<file path="config.mk">
export PLATFORM = sky130hd
export DESIGN_NAME = multicycle_control
export DESIGN_NICKNAME = d
export VERILOG_FILES = /design/src/rtl/riscv_pkg.sv /design/src/rtl/alu_decoder.sv /design/src/rtl/multicycle_control.sv
export SDC_FILE = /design/constraint.sdc
export NUM_CORES = 1
export LEC_CHECK = 0
export BUFFER_PORTS_ARGS = -buffer_cell sky130_fd_sc_hd__buf_2
export CORE_MARGIN = 2
export CORE_UTILIZATION = 35
export CTS_CLUSTER_SIZE = 25
export DETAILED_ROUTE_END_ITERATION = 12
export HOLD_SLACK_MARGIN = 0.08
export PLACE_DENSITY_LB_ADDON = 0.2
export SKIP_LAST_GASP = 1
export SLEW_MARGIN = 0
export SYNTH_ARGS = -nofsm -noshare
export SYNTH_HDL_FRONTEND = slang
export SYNTH_SLANG_ARGS = --single-unit
</file>
<file path="constraint.sdc">
create_clock -name clk -period 3.45 [get_ports clk]
set_input_delay 0.1725 -clock clk [delete_from_list [all_inputs] [get_ports clk]]
set_output_delay 0.1725 -clock clk [all_outputs]
set_load 0.005 [all_outputs]
</file>
<file path="src/rtl/riscv_pkg.sv">
// Shared definitions for the multicycle RV32I control path:
// opcodes, FSM states, aluOp/aluControl/immSrc/mux-select encodings.
package riscv_pkg;

   localparam logic [6:0] OP_LW  = 7'b0000011;
   localparam logic [6:0] OP_SW  = 7'b0100011;
   localparam logic [6:0] OP_R   = 7'b0110011;
   localparam logic [6:0] OP_I   = 7'b0010011;
   localparam logic [6:0] OP_BEQ = 7'b1100011;
   localparam logic [6:0] OP_JAL = 7'b1101111;

   typedef enum logic [3:0] {
      S_FETCH,
      S_DECODE,
      S_MEMADR,
      S_MEMREAD,
      S_MEMWB,
      S_MEMWRITE,
      S_EXECUTER,
      S_EXECUTEI,
      S_ALUWB,
      S_BEQ,
      S_JAL,
      S_TRAP
   } state_t;

   localparam logic [1:0] ALUOP_ADD   = 2'b00;
   localparam logic [1:0] ALUOP_SUB   = 2'b01;
   localparam logic [1:0] ALUOP_FUNCT = 2'b10;

   localparam logic [2:0] ALU_ADD = 3'b000;
   localparam logic [2:0] ALU_SUB = 3'b001;
   localparam logic [2:0] ALU_AND = 3'b010;
   localparam logic [2:0] ALU_OR  = 3'b011;
   localparam logic [2:0] ALU_SLT = 3'b101;

   localparam logic [1:0] IMM_I = 2'b00;
   localparam logic [1:0] IMM_S = 2'b01;
   localparam logic [1:0] IMM_B = 2'b10;
   localparam logic [1:0] IMM_J = 2'b11;

   localparam logic [1:0] RES_ALUOUT    = 2'b00;
   localparam logic [1:0] RES_DATA      = 2'b01;
   localparam logic [1:0] RES_ALURESULT = 2'b10;

   localparam logic [1:0] SRCA_PC    = 2'b00;
   localparam logic [1:0] SRCA_OLDPC = 2'b01;
   localparam logic [1:0] SRCA_RD1   = 2'b10;

   localparam logic [1:0] SRCB_RD2  = 2'b00;
   localparam logic [1:0] SRCB_IMM  = 2'b01;
   localparam logic [1:0] SRCB_FOUR = 2'b10;

endpackage

</file>
<file path="src/rtl/alu_decoder.sv">
// ALU operation decode from aluOp and instruction funct fields.
// Ports: aluOp, funct3, funct7b5, op5 in; aluControl out.
module alu_decoder
   import riscv_pkg::*;
(
   input  logic [1:0] aluOp,
   input  logic [2:0] funct3,
   input  logic       funct7b5,
   input  logic       op5,
   output logic [2:0] aluControl
);

   always_comb begin
      aluControl = ALU_ADD;
      case (aluOp)
         ALUOP_ADD: aluControl = ALU_ADD;
         ALUOP_SUB: aluControl = ALU_SUB;
         ALUOP_FUNCT: begin
            case (funct3)
               // funct7b5 only means sub for R-type; I-type addi ignores it
               3'b000:  aluControl = (op5 & funct7b5) ? ALU_SUB : ALU_ADD;
               3'b010:  aluControl = ALU_SLT;
               3'b110:  aluControl = ALU_OR;
               3'b111:  aluControl = ALU_AND;
               default: aluControl = ALU_ADD;
            endcase
         end
         default: aluControl = ALU_ADD;
      endcase
   end

endmodule

</file>
<file path="src/rtl/multicycle_control.sv">
// Moore FSM main control for the multicycle RV32I datapath.
// In: clk, reset (async high), op, funct3, funct7b5, zero.
// Out: pcWrite, adrSrc, memWrite, irWrite, resultSrc, aluSrcA,
//      aluSrcB, aluControl, immSrc, regWrite, illegal.
// MULTICYCLE_CONTROL_TRAP_EN: unknown opcodes enter a sticky TRAP.
module multicycle_control
   import riscv_pkg::*;
(
   input  logic       clk,
   input  logic       reset,
   input  logic [6:0] op,
   input  logic [2:0] funct3,
   input  logic       funct7b5,
   input  logic       zero,
   output logic       pcWrite,
   output logic       adrSrc,
   output logic       memWrite,
   output logic       irWrite,
   output logic [1:0] resultSrc,
   output logic [1:0] aluSrcA,
   output logic [1:0] aluSrcB,
   output logic [2:0] aluControl,
   output logic [1:0] immSrc,
   output logic       regWrite,
   output logic       illegal
);

   state_t     state;
   state_t     nstate;
   logic [1:0] aluOp;
   logic       pcUpdate;
   logic       branch;

   always_ff @(posedge clk or posedge reset) begin
      if (reset) state <= S_FETCH;
      else       state <= nstate;
   end

   always_comb begin
      nstate = S_FETCH;
      case (state)
         S_FETCH: nstate = S_DECODE;
         S_DECODE: begin
            case (op)
               OP_LW, OP_SW: nstate = S_MEMADR;
               OP_R:         nstate = S_EXECUTER;
               OP_I:         nstate = S_EXECUTEI;
               OP_BEQ:       nstate = S_BEQ;
               OP_JAL:       nstate = S_JAL;
`ifdef MULTICYCLE_CONTROL_TRAP_EN
               default:      nstate = S_TRAP;
`else
               default:      nstate = S_FETCH;
`endif
            endcase
         end
         S_MEMADR:   nstate = (op == OP_SW) ? S_MEMWRITE : S_MEMREAD;
         S_MEMREAD:  nstate = S_MEMWB;
         S_EXECUTER: nstate = S_ALUWB;
         S_EXECUTEI: nstate = S_ALUWB;
         S_JAL:      nstate = S_ALUWB;
`ifdef MULTICYCLE_CONTROL_TRAP_EN
         S_TRAP:     nstate = S_TRAP;
`endif
         default:    nstate = S_FETCH;
      endcase
   end

   always_comb begin
      adrSrc    = 1'b0;
      memWrite  = 1'b0;
      irWrite   = 1'b0;
      resultSrc = RES_ALUOUT;
      aluSrcA   = SRCA_PC;
      aluSrcB   = SRCB_RD2;
      aluOp     = ALUOP_ADD;
      regWrite  = 1'b0;
      pcUpdate  = 1'b0;
      branch    = 1'b0;
      illegal   = 1'b0;
      case (state)
         S_FETCH: begin
            irWrite   = 1'b1;
            aluSrcB   = SRCB_FOUR;
            resultSrc = RES_ALURESULT;
            pcUpdate  = 1'b1;
         end
         S_DECODE: begin
            aluSrcA = SRCA_OLDPC;
            aluSrcB = SRCB_IMM;
         end
         S_MEMADR: begin
            aluSrcA = SRCA_RD1;
            aluSrcB = SRCB_IMM;
         end
         S_MEMREAD: adrSrc = 1'b1;
         S_MEMWB: begin
            resultSrc = RES_DATA;
            regWrite  = 1'b1;
         end
         S_MEMWRITE: begin
            adrSrc   = 1'b1;
            memWrite = 1'b1;
         end
         S_EXECUTER: begin
            aluSrcA = SRCA_RD1;
            aluOp   = ALUOP_FUNCT;
         end
         S_EXECUTEI: begin
            aluSrcA = SRCA_RD1;
            aluSrcB = SRCB_IMM;
            aluOp   = ALUOP_FUNCT;
         end
         S_ALUWB: regWrite = 1'b1;
         S_BEQ: begin
            aluSrcA = SRCA_RD1;
            aluOp   = ALUOP_SUB;
            branch  = 1'b1;
         end
         S_JAL: begin
            aluSrcA  = SRCA_OLDPC;
            aluSrcB  = SRCB_FOUR;
            pcUpdate = 1'b1;
         end
`ifdef MULTICYCLE_CONTROL_TRAP_EN
         S_TRAP: illegal = 1'b1;
`endif
         default: ;
      endcase
   end

   assign pcWrite = pcUpdate | (branch & zero);

   always_comb begin
      case (op)
         OP_SW:   immSrc = IMM_S;
         OP_BEQ:  immSrc = IMM_B;
         OP_JAL:  immSrc = IMM_J;
         default: immSrc = IMM_I;
      endcase
   end

   alu_decoder u_aludec (
      .aluOp      (aluOp),
      .funct3     (funct3),
      .funct7b5   (funct7b5),
      .op5        (op[5]),
      .aluControl (aluControl)
   );

endmodule
</file>
==> impl_results.md <==
* Status: finished clean
* Register area share after synthesis at 17.47%
* CTS tree: built
* Syn Inst Count at 73
* Clk sinks at 4
* DP Wirelength at 979.8 um
* Max Cap Violations at 0
* Vias per inst at 5.069
* Initial Util at 37.60%
* Power Total at 0.0002926 W
* Number of synthesized flops with an enable pin at 0
* Post-CTS resize count at 0
* Clock slew at reported path FFs at 40 ps
* Largest register FFs at 4
* Reported leakage power at 0.3740 nW
* Setup crit end kind: output pin
* Drt pass-1 iters at 4
* DIE AREA at 1977 um^2
* Die Y at 44.47 um
* Top-area cell type share of the netlist area at 17.47%
* Syn Std Cell Area at 573.1 um^2
* Synthesized flop and latch total at 4
* Fraction of synthesis flops using an asynchronous set or reset pin at 100.0%
* GRT Residual Overflow at 0
* Top Ports at 31
* First-pass GRT wire length at 2035 um
* Global Route Usage Sum at 13.74%
* Setup CP Type: flip-flop to output pin
* Vias in the first global route at 500
* Pins Over Slew Limit at 0
* Initial antenna violation count at 0
* Top Registers: state (4)
* Initial DRC Count at 5
* Final Skew at 2.404 ps
* Post-CTS Setup Inserts at 0
* Final core occ at 47.54%
* DRC Markers at 0
* Worst-Margin Slew at 502.7 ps
* N_diodes at 0
* Synthesized Nets at 89
* Row cnt at 14
* Slew margin rel. at 66.49%
* CP Data Arrival Time at 1910 ps
* Yosys Warn Count at 0
* Cell taking the most area after synthesis: dfrtp_1
* Distinct cells, synth at 40
* CTS Root Cell: clkbuf_4
* Num CTS Buffers at 3
* Most area-consuming cells after synthesis: dfrtp_1 (17%), buf_4 (5.2%), nand2_1 (5.2%)
* VDD IR max at 0.0002828 V
* Routed wire length at 1226 um
* Final setup violation count at 0
* Most common flop cell mapped by yosys: dfrtp_1
* Worst-Skew Late Latency at 230 ps
* Core area at 1524 um^2
* Worst-path fanout max at 14
* Final period utilization at 60.38%
* CP Data Required Time at 3280 ps
* Post-route ant nets at 0
* Top cells by count, synth: nand2_1 (8), nor2_1 (6), inv_1 (5), nor3_1 (5)
* Nets@finish at 118
* Count leader, synth: nand2_1
* F_max at 0.4800 GHz
* Area growth syn-to-layout at 26.42%
* Hold_ws at 308.2 ps
* CTS H-tree lvls at 1
* Sum Neg Setup Slack at 0 ps
* Synth Area per Inst at 7.850 um^2
* Tmin final at 2083 ps
* Setup repair after global routing missed its margin: false
* PwrDens at 403.9 nW/um^2
* Drt wl/cell at 10.57 um
* RePlAce Congestion at 0.7381
* Share of cells above drive strength 1 at 44.00%
* Top reg by flops: state
* Via count at 588
* Fin. Hold Viols at 0
* Max Buffers Root-to-Sink at 2
* Hold Crit Class: input port to flip-flop
* Die span in x at 44.47 um
* Largest net degree at the start of global routing at 15
* CP Launch Type: flip-flop
* Port-buffer cells at 29
==> logic make-up after synthesis <==
group | Yosys count | synth area share, %
xor gates and xnor gates | 1 | 1.529
buffers and inverters | 12 | 12.01
other | 1 | 0.6544
muxes | 1 | 1.965
AOI/OAI and AO/OA | 15 | 21.40
DFF | 4 | 17.47
adders and majority gates | 2 | 4.366
and+or+nand+nor | 37 | 40.61
==> cells in the final DEF, fill, tap and decap left out, types with 3 or more instances in the layout <==
master,instances
buf_2,29
nand2_1,8
nor2_1,6
nor3_1,5
inv_1,5
dfrtp_1,4
nand2b_1,3
clkbuf_4,3
==> power by group <==
part | internal [W] | switching, W
Clock | 0.0000387 | 0.0000164
Combinational | 0.0000815 | 0.0000727
Sequential | 0.0000551 | 0.0000281
==> critical path, cell delays in order, from the launching register on <==
cell,delay (ps)
dfrtp_1,550
nand2b_1,260
or2_1,270
inv_2,70
ha_1,240
nor3_1,160
buf_2,130
==> what timing repair did <==
| item | CTS | global route |
|---|---|---|
| hold buffers | 1 | 0 |
| hold endpoints to repair | 4 | 0 |
| endpoints found under the setup margin | 0 | 0 |
==> metal layers <==
| layer | track usage [%] | routed length, um | up-vias |
|---|---|---|---|
| met4 | 9.091 | 0 | 0 |
| li1 | - | - | 307 |
| met1 | 18.07 | 581 | 262 |
| met5 | 0 | 0 | - |
| met2 | 22.03 | 575 | 19 |
| met3 | 0 | 69 | 0 |
==> area by class of cell <==
cell class	count	area, um^2
fill	168	799.5
multi-input combinational	57	404.1
timing repair buffer	30	155.1
sequential	4	100.1
clock buffer	3	22.52
inverter	6	22.52
tap	16	20.02
==> stage by stage <==
step / worst slack [ps] / area (um^2) / std cells
global route: 1272 / 724.4 / 116
floorplan: 1957 / 573.1 / 73
finish: 1367 / 724.4 / 116
CTS: 1391 / 724.4 / 116
detailed placement: 1648 / 691.9 / 112
global placement: 1671 / 691.9 / 112
==> final timing paths <==
kind	startpoint	endpoint	slack, ps	depth (start not counted)
min in group asynchronous	reset	state[1]	360	3
worst min register to register	state[3]	state[0]	750	1
worst min-delay path	op[4]	state[2]	310	3
worst max-delay path	state[2]	aluControl[1]	1370	6
worst max register to register	state[0]	state[1]	2190	4
max in group asynchronous	reset	state[0]	2950	3
Power figures use the tool's default switching activity.
